## config.mk

```make
export PLATFORM = sky130hd
export DESIGN_NAME = nibble_bank_writer_flat
export DESIGN_NICKNAME = d
export VERILOG_FILES = /design/src/rtl/nibble_bank_pkg.sv /design/src/rtl/nibble_bank_writer_if.sv /design/src/rtl/nibble_wr_decode.sv /design/src/rtl/nibble_bank_writer.sv /design/src/flat_wrapper.sv
export SDC_FILE = /design/constraint.sdc
export NUM_CORES = 2
export LEC_CHECK = 0
export ABC_AREA = 1
export BUFFER_PORTS_ARGS = -buffer_cell sky130_fd_sc_hd__buf_2
export CORE_AREA = 2 2 415 417
export CTS_CLUSTER_DIAMETER = 80
export CTS_CLUSTER_SIZE = 30
export DETAILED_ROUTE_END_ITERATION = 7
export DIE_AREA = 0 0 417 419
export GPL_TIMING_DRIVEN = 0
export PLACE_DENSITY = 0.48
export SLEW_MARGIN = 0
export SYNTH_ARGS = -nofsm -noshare
export SYNTH_HDL_FRONTEND = slang
export SYNTH_HIERARCHICAL = 1
export SYNTH_SLANG_ARGS = --single-unit
```

## constraint.sdc

```tcl
create_clock -name clk -period 5.4 [get_ports clk]
set_input_delay 1.08 -clock clk [delete_from_list [all_inputs] [get_ports clk]]
set_output_delay 1.08 -clock clk [all_outputs]
set_load 0.005 [all_outputs]
```

## src/rtl/nibble_bank_pkg.sv

```systemverilog
// Shared geometry and FSM state type for the nibble bank writer.
package nibble_bank_pkg;
    localparam int NIB_W   = 4;
    localparam int NUM_NIB = 256;
    localparam int SEL_W   = 8;
    localparam int BANK_W  = NIB_W * NUM_NIB;
    localparam int CNT_W   = SEL_W + 1;

    typedef enum logic [1:0] {
        ST_IDLE  = 2'd0,
        ST_BURST = 2'd1,
        ST_DONE  = 2'd2
    } state_t;
endpackage

```

## src/rtl/nibble_bank_writer_if.sv

```systemverilog
// Write-side handshake bundle: command/data offer with wr_valid, acceptance with wr_ready.
interface nibble_bank_writer_if;
    import nibble_bank_pkg::*;

    logic             wr_valid;
    logic             wr_ready;
    logic             wr_burst;
    logic [SEL_W-1:0] wr_sel;
    logic [SEL_W-1:0] burst_len;
    logic [NIB_W-1:0] wr_data;

    modport master (output wr_valid, wr_burst, wr_sel, burst_len, wr_data, input wr_ready);
    modport slave  (input wr_valid, wr_burst, wr_sel, burst_len, wr_data, output wr_ready);
endinterface

```

## src/rtl/nibble_wr_decode.sv

```systemverilog
// Combinational index-to-one-hot nibble enable; all-zero when en_i is low.
module nibble_wr_decode
    import nibble_bank_pkg::*;
(
    input  logic               en_i,
    input  logic [SEL_W-1:0]   idx_i,
    output logic [NUM_NIB-1:0] onehot_o
);
    always_comb begin
        onehot_o = '0;
        if (en_i) begin
            onehot_o[idx_i] = 1'b1;
        end
    end
endmodule

```

## src/rtl/nibble_bank_writer.sv

```systemverilog
// 256x4 register bank with single and burst writes; writes land one cycle after acceptance,
// wr_ready drops only in the one-cycle DONE state. NIBBLE_READBACK_EN adds a registered read port.
module nibble_bank_writer
    import nibble_bank_pkg::*;
#(
    parameter logic [NIB_W-1:0] FILL_VAL = 4'h0
) (
    input  logic              clk,
    input  logic              reset,
    nibble_bank_writer_if.slave wr,
    output logic [BANK_W-1:0] out,
    output logic              busy,
    output logic              done
`ifdef NIBBLE_READBACK_EN
    ,
    input  logic [SEL_W-1:0]  rd_sel,
    output logic [NIB_W-1:0]  rd_data
`endif
);
    state_t               state_q, state_d;
    logic [SEL_W-1:0]     ptr_q, ptr_d;
    logic [CNT_W-1:0]     rem_q, rem_d;
    logic [BANK_W-1:0]    bank_q;
    logic                 wr_en;
    logic [SEL_W-1:0]     wr_idx;
    logic [NUM_NIB-1:0]   nib_en;

    always_ff @(posedge clk) begin
        if (reset) begin
            state_q <= ST_IDLE;
            ptr_q   <= '0;
            rem_q   <= '0;
        end else begin
            state_q <= state_d;
            ptr_q   <= ptr_d;
            rem_q   <= rem_d;
        end
    end

    always_comb begin
        state_d = state_q;
        ptr_d   = ptr_q;
        rem_d   = rem_q;
        wr_en   = 1'b0;
        wr_idx  = wr.wr_sel;
        case (state_q)
            ST_IDLE: begin
                if (wr.wr_valid) begin
                    if (wr.wr_burst) begin
                        // A zero length encodes a full-bank burst.
                        ptr_d   = wr.wr_sel;
                        rem_d   = (wr.burst_len == '0) ? CNT_W'(NUM_NIB) : {1'b0, wr.burst_len};
                        state_d = ST_BURST;
                    end else begin
                        wr_en = 1'b1;
                    end
                end
            end
            ST_BURST: begin
                if (wr.wr_valid) begin
                    wr_en  = 1'b1;
                    wr_idx = ptr_q;
                    ptr_d  = ptr_q + 8'd1;
                    rem_d  = rem_q - 9'd1;
                    if (rem_q == 9'd1) begin
                        state_d = ST_DONE;
                    end
                end
            end
            ST_DONE: state_d = ST_IDLE;
            default: state_d = ST_IDLE;
        endcase
    end

    nibble_wr_decode u_decode (
        .en_i     (wr_en),
        .idx_i    (wr_idx),
        .onehot_o (nib_en)
    );

    always_ff @(posedge clk) begin
        if (reset) begin
            bank_q <= {NUM_NIB{FILL_VAL}};
        end else begin
            for (int k = 0; k < NUM_NIB; k++) begin
                if (nib_en[k]) begin
                    bank_q[k*NIB_W +: NIB_W] <= wr.wr_data;
                end
            end
        end
    end

    assign out         = bank_q;
    assign busy        = (state_q != ST_IDLE);
    assign done        = (state_q == ST_DONE);
    assign wr.wr_ready = (state_q != ST_DONE);

`ifdef NIBBLE_READBACK_EN
    logic [NIB_W-1:0] rd_data_q;

    always_ff @(posedge clk) begin
        if (reset) begin
            rd_data_q <= FILL_VAL;
        end else begin
            rd_data_q <= bank_q[rd_sel*NIB_W +: NIB_W];
        end
    end

    assign rd_data = rd_data_q;
`endif
endmodule

```

## src/flat_wrapper.sv

```systemverilog
// flat-port wrapper written by rule: the top's interface ports become plain ports
module nibble_bank_writer_flat import nibble_bank_pkg::*;
#(
    parameter logic [NIB_W-1:0] FILL_VAL = 4'h0
)
  (clk, reset, out, busy, done, wr_wr_valid, wr_wr_burst, wr_wr_sel, wr_burst_len, wr_wr_data, wr_wr_ready);
  nibble_bank_writer_if wr_i ();
  input  logic clk;
  input  logic reset;
  output logic [BANK_W-1:0] out;
  output logic busy;
  output logic done;
  input wire logic [$bits(wr_i.wr_valid)-1:0] wr_wr_valid;
  input wire logic [$bits(wr_i.wr_burst)-1:0] wr_wr_burst;
  input wire logic [$bits(wr_i.wr_sel)-1:0] wr_wr_sel;
  input wire logic [$bits(wr_i.burst_len)-1:0] wr_burst_len;
  input wire logic [$bits(wr_i.wr_data)-1:0] wr_wr_data;
  output wire logic [$bits(wr_i.wr_ready)-1:0] wr_wr_ready;
  assign wr_i.wr_valid = wr_wr_valid;
  assign wr_i.wr_burst = wr_wr_burst;
  assign wr_i.wr_sel = wr_wr_sel;
  assign wr_i.burst_len = wr_burst_len;
  assign wr_i.wr_data = wr_wr_data;
  assign wr_wr_ready = wr_i.wr_ready;
  nibble_bank_writer #(.FILL_VAL(FILL_VAL)) u_core (.clk(clk), .reset(reset), .wr(wr_i), .out(out), .busy(busy), .done(done));
endmodule
```

==> results.cfg <==
[status]
status = completed

[drt]
antenna_left = 0
dr.pass1.iters = 8
viasPerCell = 4.57
wl_um = 210000
drc = 0
drtIter0Drc = 4186
wire_per_inst_um = 24.3
via_count = 39439

[timing]
relSlewSlack_pct = 11.7
fin_crit_ns = 4.49
whs_ns = 0.492
slew_viol_final = 0
rsz0062_at_grt = false
finalCritPeriodShare_pct = 83.1
fmax_mhz = 223
setup_violations = 0
finalHoldViolations = 0
fin_ws_ns = 0.912
clock_skew_ns = 0.0630
tightest_slew_ns = 1.32

[cts]
cts_resized = 0
cts-root-buf = clkbuf_16
clock_latency_ns = 0.72
cts_made_buffers = 78
cts_tree = done
htreeDepth = 3
clock_path_buffers = 3
clkSinkCount = 1043
postCtsSetupRepairBufs = 0
cts_hold_buffers = 0
cts.clk_slew.worst_paths_ns = 0.10

[finish]
final_core_util_pct = 29.0
layout-drive-gt1-share_pct = 21.5
syn2layout_area_growth_pct = 29.0
layout_common_cells = 2330 x nor2_1, 1144 x buf_2, 1047 x o21ai_0
final_common_cell = nor2_1
layout.nets = 6335

[synthesis]
synthSimpleGateAreaFrac_pct = 25.3
yosysSeqAreaShare_pct = 54.4
netlist_instances = 5178
synth-compound-area-share_pct = 14.0
yosys_register_bits = 1043
synth_fa_ha_area_share_pct = 0.0978
synth_mux_area_share_pct = 0.0293
synthesis.nets = 5205
synth-xor-area-share_pct = 0
yosys_warnings = 6
syn_area_mm2 = 0.0384
synth_top_family_by_area = simple AND/OR/NAND/NOR gates
syn_area_per_cell_um2 = 7.41
ys_types = 31

[global_routing]
grt_max_degree = 29
antenna_found_initial = 35
grt_pass1_vias = 35555
grt_usage_pct = 22.8
grt-ovfl-total = 0
grt_pass1_wl_um = 283000

[power_and_ir_drop]
pwr-share-comb_pct = 5.3
p_clk_share_pct = 44.4
swShare_pct = 28.2
power_frac_seq_pct = 50.4
power_density_mw_per_mm2 = 310
irDropWorstVdd_mv = 0.210
switchingPower_w = 0.00433
p_leak_nw = 24.2
p_int_w = 0.0110

[run]
max_cap_violations = 0

[placement]
dp_hpwl_um = 159000
port_buffers = 1046
routabilityCongestion = 0.918
pre_cts_ws_ns = 0.119

[min_path]
worstHoldPathType = flip-flop to flip-flop
whs_path_depth = 2

[critical_path]
cp-start-kind = primary input
arrival_ns = 5.10
crit_path_end_kind = flip-flop
path_buf_inv = 6
crit_fanout = 10
cp_top_family = simple AND/OR/NAND/NOR gates
critPathRequiredTime_ns = 6.01
cp_slowest_cell = nand2_1
cp_cell_sequence = buf_2 -> inv_1 -> nor2_1 -> nand2_1 -> buf_2 -> o21ai_0 -> inv_1 -> nor2_4 -> nand2_1 -> buf_2 -> nor2_1 -> inv_1 -> nor2_1 -> nor2_1
worstSetupPathType = primary input to flip-flop
r2r_cells = 12
slowest_delay_ns = 0.77
critPathMostFrequentCell = nor2_1
cp_num_cells = 14

[floorplanning]
start_util_pct = 22.5
dieArea_mm2 = 0.175
rows = 152
ios = 1051
die_h_um = 419
dieWidth_um = 417
coreArea_mm2 = 0.171
-- area by class of cell --
cell class,count,area (um^2)
multi-input cells,3571,15100
fillers,18679,121000
flip-flops and latches,1043,20900
clock inverters,63,913
inverters,302,1130
diodes,14,35.0
plain buffers,262,1230
well taps,2233,2790
repair buffers,1050,5340
clock buffers,83,2020
-- cell usage after synthesis (all sizes together) --
| cell type | number | area share (%) |
|---|---|---|
| nand2 | 95 | 0.97 |
| clkbuf | 142 | 1.4 |
| a22oi | 1 | 0.020 |
| ha | 3 | 0.098 |
| nor3 | 3 | 0.039 |
| nor2 | 2352 | 23 |
| a21oi | 15 | 0.21 |
| a31oi | 2 | 0.033 |
| o211ai | 1 | 0.020 |
| o21ai | 1050 | 14 |
| nand4 | 3 | 0.049 |
| buf | 120 | 1.8 |
| mux2 | 1 | 0.029 |
| a211oi | 3 | 0.059 |
| nor3b | 1 | 0.033 |
| nand3 | 41 | 0.88 |
| dfxtp | 1043 | 54 |
| inv | 302 | 3.0 |
-- power groups by stage --
stage                     combinational [W]  clock, W  sequential (W)
after floorplan                    0.000379         0         0.00791
after global placement             0.000811         0         0.00791
after detailed placement           0.000819         0         0.00791
after CTS                          0.000821   0.00698         0.00773
after global routing               0.000858   0.00726         0.00774
final                              0.000812   0.00681         0.00773
-- per-layer routing --
metal  share of wire (%)  GRT usage, %  wire (um)
met3                 8.7          5.61      18200
met5                   0             0          0
met1                  40          28.0      83300
met2                  46          37.3      96900
met4                 5.3          10.9      11100
-- final timing paths --
| kind | from | endpoint | slack [ns] |
|---|---|---|---|
| min | u_core/rem_q[7] | u_core/rem_q[7] | 0.49 |
| min reg2reg | u_core/rem_q[7] | u_core/rem_q[7] | 0.49 |
| max reg2reg | u_core/state_q[1] | u_core/out[927] | 1.05 |
| max | wr_wr_valid | u_core/out[927] | 0.91 |
-- metrics by stage --
step           power, W  TNS [ns]  std cells  instance area, um^2
2_1_floorplan   0.00829         0       5178                38400
3_3_place_gp    0.00872     -7.52       8457                46400
3_5_place_dp    0.00873         0       8461                46500
4_1_cts          0.0155         0       8607                49500
5_1_grt          0.0159         0       8612                49500
6_report         0.0154         0       8621                49500
-- flip-flops by register name (all words and copies together) (netlist names) --
register,count
u_core/ptr_q,8
u_core/rem_q,9
u_core/out,1024
u_core/state_q,2
-- worst min-delay path: stages (launching register included) --
cell and delay, ns:
dfxtp_1 0.34, nand2_1 0.06, a21oi_1 0.05
-- logic make-up after synthesis --
group / after synthesis
and+or+nand+nor: 2495
muxes: 1
DFF: 1043
AOI/OAI and AO/OA: 1072
adders and majority gates: 3
buffers and inverters: 564
No activity file was read; power rests on OpenSTA's default activity.
